==> config.mk <==
export PLATFORM = sky130hd
export DESIGN_NAME = uart_tx_fifo
export DESIGN_NICKNAME = d
export VERILOG_FILES = /design/src/rtl/uart_tx_fifo.sv
export SDC_FILE = /design/constraint.sdc
export NUM_CORES = 1
export LEC_CHECK = 0
export ABC_AREA = 1
export BUFFER_PORTS_ARGS = -buffer_cell sky130_fd_sc_hd__buf_4
export CAP_MARGIN = 25
export CORE_ASPECT_RATIO = 0.9
export CORE_UTILIZATION = 55
export CTS_BUF_LIST = sky130_fd_sc_hd__clkbuf_4 sky130_fd_sc_hd__clkbuf_8 sky130_fd_sc_hd__clkbuf_16
export DETAILED_ROUTE_END_ITERATION = 6
export PLACE_DENSITY_LB_ADDON = 0.05
export SLEW_MARGIN = 20
export SYNTH_ARGS = -nofsm -noshare
export SYNTH_HDL_FRONTEND = slang
export SYNTH_SLANG_ARGS = --single-unit
export TNS_END_PERCENT = 100
==> constraint.sdc <==
create_clock -name clk -period 4.87 [get_ports clk]
set_input_delay 0.487 -clock clk [delete_from_list [all_inputs] [get_ports clk]]
set_output_delay 0.487 -clock clk [all_outputs]
set_load 0.05 [all_outputs]
==> src/rtl/uart_tx_fifo.sv <==
// UART transmitter with a write FIFO, runtime baud divisor and per-frame
// configuration (5-8 data bits, none/even/odd parity, 1-2 stop bits, line break).
module uart_tx_fifo #(
  parameter int DEPTH = 16,
  parameter int DIV_W = 16
) (
  input  logic                     clk,
  input  logic                     nrst,
  input  logic [DIV_W-1:0]         baud_div,
  input  logic [1:0]               cfg_bits,
  input  logic [1:0]               cfg_parity,
  input  logic                     cfg_stop2,
  input  logic                     cfg_break,
  input  logic                     wr_valid,
  input  logic [7:0]               wr_data,
  output logic                     wr_ready,
  output logic [$clog2(DEPTH):0]   fifo_level,
  output logic                     busy,
  output logic                     tx
);

  localparam int AW = $clog2(DEPTH);

  typedef enum logic [2:0] {
    S_IDLE, S_START, S_DATA, S_PARITY, S_STOP, S_BREAK
  } state_t;

  logic [7:0]       mem [DEPTH];
  logic [AW-1:0]    wr_ptr_q, wr_ptr_d, rd_ptr_q, rd_ptr_d;
  logic [AW:0]      level_q, level_d;
  logic             push, pop;
  logic [7:0]       head, head_mask;

  state_t           state_q, state_d;
  logic [DIV_W-1:0] cnt_q, cnt_d, div_q, div_d;
  logic [7:0]       shreg_q, shreg_d;
  logic [1:0]       nbits_q, nbits_d;
  logic             par_en_q, par_en_d, par_val_q, par_val_d;
  logic             stop2_q, stop2_d;
  logic [2:0]       bit_q, bit_d;
  logic             brk_rel_q, brk_rel_d;
  logic             tx_q, tx_d;
  logic             tick;

  assign wr_ready   = (level_q != (AW+1)'(DEPTH));
  assign push       = wr_valid & wr_ready;
  assign fifo_level = level_q;
  assign busy       = (state_q != S_IDLE);
  assign tx         = tx_q;
  assign head       = mem[rd_ptr_q];
  assign tick       = (cnt_q == '0);

  always_comb begin
    case (cfg_bits)
      2'b00:   head_mask = 8'h1F;
      2'b01:   head_mask = 8'h3F;
      2'b10:   head_mask = 8'h7F;
      default: head_mask = 8'hFF;
    endcase
  end

  always_comb begin
    wr_ptr_d = wr_ptr_q + AW'(push);
    rd_ptr_d = rd_ptr_q + AW'(pop);
    level_d  = level_q + (AW+1)'(push) - (AW+1)'(pop);
  end

  always_ff @(posedge clk) begin
    if (push) mem[wr_ptr_q] <= wr_data;
  end

  always_comb begin
    state_d   = state_q;
    cnt_d     = tick ? cnt_q : cnt_q - DIV_W'(1);
    div_d     = div_q;
    shreg_d   = shreg_q;
    nbits_d   = nbits_q;
    par_en_d  = par_en_q;
    par_val_d = par_val_q;
    stop2_d   = stop2_q;
    bit_d     = bit_q;
    brk_rel_d = brk_rel_q;
    pop       = 1'b0;

    case (state_q)
      S_IDLE: begin
        if (cfg_break) begin
          state_d   = S_BREAK;
          brk_rel_d = 1'b0;
        end else if (level_q != '0) begin
          pop = 1'b1;
        end
      end
      S_START: begin
        if (tick) begin
          state_d = S_DATA;
          cnt_d   = div_q;
          bit_d   = '0;
        end
      end
      S_DATA: begin
        if (tick) begin
          cnt_d   = div_q;
          shreg_d = {1'b0, shreg_q[7:1]};
          if (bit_q == ({1'b0, nbits_q} + 3'd4)) begin
            state_d = par_en_q ? S_PARITY : S_STOP;
            bit_d   = '0;
          end else begin
            bit_d = bit_q + 3'd1;
          end
        end
      end
      S_PARITY: begin
        if (tick) begin
          state_d = S_STOP;
          cnt_d   = div_q;
          bit_d   = '0;
        end
      end
      S_STOP: begin
        // bit_q marks the second stop bit when two are configured
        if (tick) begin
          if (stop2_q && (bit_q == '0)) begin
            bit_d = 3'd1;
            cnt_d = div_q;
          end else if ((level_q != '0) && !cfg_break) begin
            pop = 1'b1;
          end else begin
            state_d = S_IDLE;
          end
        end
      end
      S_BREAK: begin
        // Low while requested, then one high bit time at the live divisor
        if (!brk_rel_q) begin
          if (!cfg_break) begin
            brk_rel_d = 1'b1;
            cnt_d     = baud_div;
          end
        end else if (tick) begin
          state_d = S_IDLE;
        end
      end
      default: state_d = S_IDLE;
    endcase

    if (pop) begin
      state_d   = S_START;
      shreg_d   = head;
      nbits_d   = cfg_bits;
      par_en_d  = (cfg_parity == 2'b01) || (cfg_parity == 2'b10);
      par_val_d = cfg_parity[1] ^ (^(head & head_mask));
      stop2_d   = cfg_stop2;
      div_d     = baud_div;
      cnt_d     = baud_div;
    end
  end

  always_comb begin
    case (state_q)
      S_START:  tx_d = 1'b0;
      S_DATA:   tx_d = shreg_q[0];
      S_PARITY: tx_d = par_val_q;
      S_BREAK:  tx_d = brk_rel_q;
      default:  tx_d = 1'b1;
    endcase
  end

  always_ff @(posedge clk or negedge nrst) begin
    if (!nrst) begin
      wr_ptr_q  <= '0;
      rd_ptr_q  <= '0;
      level_q   <= '0;
      state_q   <= S_IDLE;
      cnt_q     <= '0;
      div_q     <= '0;
      shreg_q   <= '0;
      nbits_q   <= '0;
      par_en_q  <= 1'b0;
      par_val_q <= 1'b0;
      stop2_q   <= 1'b0;
      bit_q     <= '0;
      brk_rel_q <= 1'b0;
      tx_q      <= 1'b1;
    end else begin
      wr_ptr_q  <= wr_ptr_d;
      rd_ptr_q  <= rd_ptr_d;
      level_q   <= level_d;
      state_q   <= state_d;
      cnt_q     <= cnt_d;
      div_q     <= div_d;
      shreg_q   <= shreg_d;
      nbits_q   <= nbits_d;
      par_en_q  <= par_en_d;
      par_val_q <= par_val_d;
      stop2_q   <= stop2_d;
      bit_q     <= bit_d;
      brk_rel_q <= brk_rel_d;
      tx_q      <= tx_d;
    end
  end

endmodule

Word level (Yosys, flattened, before mapping)
Memory sizes are Yosys's and may differ from the RTL's.
Cells that the tools add are included.

word-level totals
  bits of input ports = 33
  logic and storage cells = 115
  bits in registers = 66
  memories kept = 1
  bits in writable memories = 128

cells by class
  muxes and demuxes = 43
  reduce and logical (&&, ||, !) cells = 21
  bitwise operators = 3
  add/subtract/negate cells = 7
  equality and inequality tests = 26

memory list
  name  depth  width  rd ports  clocked after Yosys merged registers in  write ports  RTL line  RTL
  mem   16     8      1         0                                        1            28        logic [7:0] mem [DEPTH];

operator list
  operator                                                               number
  16-bit two-way mux                                                     7
  3-bit two-way mux                                                      16
  16-bit case mux with 3 select lines                                    1
  3-bit != test (second input constant)                                  10
  8-bit two-way mux                                                      3
  8-bit case mux with 3 select lines                                     1
  3-bit case mux with 6 select lines                                     1
  16-bit logical NOT                                                     1
  16-bit by 1-bit subtractor with 16-bit output (second input constant)  1
  1-bit two-way mux                                                      10
  10-bit AND reduction                                                   1
  3-bit case mux with 3 select lines                                     1
  4-bit by 1-bit adder with 4-bit output                                 2
  8-bit AND                                                              1
  2-bit != test (second input constant)                                  4
  8-bit XOR reduction                                                    1
  3-bit by 2-bit == test with 1-bit output (second input constant)       2
  3-bit == test (second input constant)                                  2
  3-bit logical NOT                                                      2
  2-bit nonzero test                                                     3
  3-bit nonzero test                                                     2
  5-bit by 1-bit adder with 5-bit output                                 1
  5-bit != test (second input constant)                                  1
  5-bit AND reduction                                                    1
  other kinds (20)                                                       25

Depth between registers and ports, before layout
  depth after elaboration = 8
  gate-level depth with buffers = 20
  depth with buffers taken out = 17

Worst setup path after synthesis
Ideal clock, no wire load.

  path type = register -> register
  start = register level_q[2], in the netlist fifo_level[2]
  end = register level_q[4], in the netlist fifo_level[4]
  path buffers = 2
  clock period less this slack = 3035 ps
  setup slack = 1835 ps
  cell stages (with the launch flop) = 17
  library setup time = 79 ps
  arrival time = 2956 ps
  path through = dfrtp_1 inv_1 ha_1 nand3_1 o21ai_0 nor3_1 nand2_2 inv_2 buf_4 buf_6 ha_1 inv_1 ha_1 inv_1 fa_1 o21ai_0 xor2_1

between the ends
  cells in the longest elaborated chain, start to end = 7
  elaborated cells on any way between the ends = 12
  classes of those cells = 2 x add/sub; 1 x eq/ne; 6 x mux; 1 x bitwise; 2 x reduce/logical

RTL lines
  item                                             RTL line  RTL
  start, declared                                  30        logic [AW:0] level_q, level_d;
  start signal, assigned                           188       level_q <= level_d;
  5-bit nonzero test (*)                           90, 126
  1-bit logical AND                                126       end else if ((level_q != '0) && !cfg_break) begin
  1-bit two-way mux                                126
  1-bit two-way mux                                123       if (stop2_q && (bit_q == '0)) begin
  1-bit two-way mux                                122       if (tick) begin
  1-bit case mux with 2 select lines (*)           85        case (state_q)
  named net pop                                    31        logic push, pop;
  5-bit by 1-bit subtractor with 5-bit output (*)  65        level_d = level_q + (AW+1)'(push) - (AW+1)'(pop);
  named net level_d[4]                             30

Mark *: on every way through the listed nets, which the timed path passes. The rest lies on a longest branch.
A chain may end at the register's enable or synchronous reset.

Worst setup path after layout
  start = register state_q[0]
  end = register level_q[4], in the netlist fifo_level[4]

between the ends
  cells in the longest elaborated chain, start to end = 3
  elaborated cells on any way between the ends = 4
  classes of those cells = 1 x add/sub; 1 x eq/ne; 1 x mux; 1 x reduce/logical

RTL lines
  item                                                       RTL line  RTL
  start, declared                                            34        state_t state_q, state_d;
  start signal, assigned                                     189       state_q <= state_d;
  3-bit == test / 3-bit logical NOT (equally long branches)  85
  1-bit case mux with 2 select lines (*)                     85
  5-bit by 1-bit subtractor with 5-bit output (*)            65
  named net level_d[4]                                       30

Marked as above.

==> flow_metrics.tcl <==
set metrics [dict create \
    synth_seq_area_share_pct 57.8 \
    drive_gt1_share_pct 10.4 \
    gp_congestion 0.939 \
    tns_ns 0 \
    p_leak_nw 4.70 \
    dieArea_um2 17800 \
    tritoncts "built" \
    grt_antenna_before_repair 0 \
    reg2reg_depth 14 \
    maxCapViolCount 0 \
    hold_buffers 0 \
    required_ns 5.23 \
    crit_slowest_cell "dfrtp_1" \
    cpPeakStageDelay_ns 0.51 \
    post_cts_buffers 0 \
    numPortBuffers 40 \
    max_freq_mhz 366 \
    dpl.hpwl_um 14500 \
    finalCritPeriodShare_pct 56.1 \
    cts_resized 0 \
    power_w 0.00407 \
    mostFrequentLayoutCell "nand2_1" \
    cts_htree_levels 4 \
    rows 45 \
    vdd_drop_max_mv 0.429 \
    cts_buffer_depth 2 \
    min_period_ns 2.73 \
    coreArea_um2 16900 \
    path_max_fanout 8 \
    num_vias 7180 \
    avgSynthCellArea_um2 9.06 \
    worstMarginPinSlew_ns 0.926 \
    cp.arrival_ns 3.09 \
    critPathLaunch "state_q[0]$_DFFE_PN0P_" \
    synth_compound_area_share_pct 7.21 \
    ys_ff_latch 194 \
    vias_per_cell 5.50 \
    initial_core_util_pct 56.3 \
    drtIter0Drc 691 \
    power_density_nw_per_um2 387 \
    die-width_um 141 \
    final-hold-violation-count 0 \
    grt_max_degree 67 \
    r2r-end "fifo_level[4]$_DFF_PN0_" \
    drt_wl_total_um 21600 \
    grt_pass1_vias 6480 \
    status "completed" \
    final-max-slew-violation-count 0 \
    rsz0062_at_grt "no" \
    synth_top_family_by_area "simple AND/OR/NAND/NOR gates" \
    clock_sinks 194 \
    antenna_left 0 \
    synth_edf_count 128 \
    clk_latency_ns 0.43 \
    clkSlewWorstSetupHoldPaths_ns 0.07 \
    setup-violations-final 0 \
    critPathKind "reg -> reg" \
    cpMostUsedCell "inv_1" \
    clock_skew_ns 0.0169 \
    min_path_type "in -> async" \
    numCtsBuffers 17 \
    r2r-start "state_q[0]$_DFFE_PN0P_" \
    async_reset_ff_share_pct 34.0 \
    synth_xor_area_share_pct 1.57 \
    ys.flop_type "edfxtp_1" \
    drc_errors 0 \
    final_cell_mix "314 x nand2_1, 128 x edfxtp_1, 123 x inv_1, 102 x nand3_1, 86 x nor2_1" \
    syn-cell-area_um2 9510 \
    multi_input_area_um2 3270 \
    post_synth_and_or_nand_nor_area_fraction_pct 23.5 \
    avgRoutedWirePerCell_um 16.6 \
    relSlewSlack_pct 38.0 \
    final_core_util_pct 62.3 \
    dr.pass1.iters 7 \
    syn_inst 1050 \
    yosys.cell_types.count 45 \
    synth_fa_ha_area_share_pct 2.05 \
    end_kind "flip-flop" \
    r2r_slack_ns 2.14 \
    gr-usage-all-layers_pct 25.8 \
    die_h_um 127 \
    io_pins 41 \
    syn-num-nets 1098 \
    cp-start-kind "flip-flop" \
    areaGrowthSynthToFinish_pct 10.6 \
    cts-root-buf "clkbuf_16" \
    fillers 1431 \
    regArea_um2 5500 \
    synthMuxAreaShare_pct 0 \
    synth_warnings 0 \
    layout.nets 1129 \
    grt_pass1_wl_um 34800 \
    gr-total-overflow 0 \
    path_cells "nor2_2 -> nand2_2 -> nor2_1 -> inv_1 -> o21ai_2 -> nand2_2 -> inv_2 -> ha_1 -> inv_1 -> ha_1 -> inv_1 -> fa_1 -> o21ai_0 -> xor2_1" \
    antenna_cells_inserted 0 \
]
-- worst max-delay path: cells and delay by family (launching register included) --
kind	cells	cell delay, ns
buf+inv	4	0.24
simple gates	4	0.58
xor+xnor	1	0.16
compound gates	2	0.39
flops	1	0.51
fa+ha+maj	3	0.78
-- registers in the layout (all words and copies together) (netlist names) --
name,count
mem,128
cnt_q,16
div_q,16
shreg_q,8
fifo_level,5
rd_ptr_q,4
wr_ptr_q,4
bit_q,3
state_q,3
nbits_q,2
brk_rel_q,1
par_en_q,1
par_val_q,1
stop2_q,1
tx,1
-- cell type report --
type | count | share of cell area [%]
repair buffers | 48 | 3.42
multi-input cells | 685 | 31.1
clock inverters | 15 | 1.93
flip-flops and latches | 194 | 52.2
clock buffers | 17 | 4.04
inverters | 135 | 4.81
well taps | 211 | 2.51
-- stage by stage --
| step | cells | setup WS [ns] | area (um2) | hold WS [ns] |
|---|---|---|---|---|
| 3_3_place_gp | 1273 | 2.21 | 9900 | 0.468 |
| 6_report | 1305 | 2.14 | 10500 | 0.145 |
| 4_1_cts | 1305 | 2.15 | 10500 | 0.207 |
| 5_1_grt | 1305 | 1.89 | 10500 | 0.230 |
| 2_1_floorplan | 1050 | 1.84 | 9510 | 0.191 |
| 3_5_place_dp | 1273 | 2.19 | 9900 | 0.470 |
-- cells by family (layout without fill, tap and decap cells) --
kind of cell / count (synthesis) / after routing
simple gates: 538 / 538
xor+xnor: 17 / 17
compound gates: 115 / 115
flops: 194 / 194
fa+ha+maj: 15 / 15
buf+inv: 171 / 215
-- per-layer routing --
metal / part of all wire [%] / track usage (%) / up-vias
li1: - / - / 3510
met1: 49 / 41.1 / 3374
met2: 42 / 35.6 / 267
met3: 7.6 / 5.96 / 29
met4: 1.2 / 5.75 / 0
met5: 0 / 0 / -
-- power by group --
part	leakage (nW)	internal, W	switching [W]
Sequential	1.90	0.00193	0.0000743
Combinational	2.50	0.000189	0.000417
Clock	0.302	0.000825	0.000634
-- worst max-delay path by stage --
| stage | end | slack (ns) | cells after the start |
|---|---|---|---|
| 2_1_floorplan | fifo_level[4]$_DFF_PN0_ | 1.84 | 16 |
| 3_3_place_gp | fifo_level[4]$_DFF_PN0_ | 2.21 | 14 |
| 3_5_place_dp | fifo_level[4]$_DFF_PN0_ | 2.19 | 14 |
| 4_1_cts | fifo_level[4]$_DFF_PN0_ | 2.15 | 14 |
| 5_1_grt | par_val_q$_DFFE_PN0P_ | 1.89 | 14 |
| 6_report | fifo_level[4]$_DFF_PN0_ | 2.14 | 14 |
-- cell usage after synthesis (3+ instances only) --
library cell | instances | area [um2]
clkbuf_1 | 5 | 18.8
o221ai_1 | 8 | 70.1
o211ai_1 | 6 | 45.0
nor3_1 | 5 | 25.0
nor2_1 | 86 | 323
o21ai_0 | 45 | 225
xor2_1 | 10 | 87.6
nand2_2 | 9 | 56.3
or2_2 | 4 | 25.0
dfrtp_1 | 65 | 1630
xnor2_1 | 7 | 61.3
o22ai_1 | 3 | 18.8
buf_1 | 4 | 15.0
edfxtp_1 | 128 | 3840
inv_1 | 123 | 462
a21oi_1 | 15 | 75.1
o2111ai_1 | 3 | 26.3
buf_2 | 13 | 65.1
nor2_2 | 6 | 37.5
buf_4 | 4 | 30.0
inv_2 | 10 | 37.5
nand3_1 | 102 | 510
ha_1 | 14 | 175
a31oi_1 | 5 | 31.3
buf_6 | 10 | 113
nand2_1 | 314 | 1180
o21ai_1 | 16 | 80.1
nand4_1 | 7 | 43.8
a22oi_1 | 3 | 22.5
(Power assumes the default switching activity.)
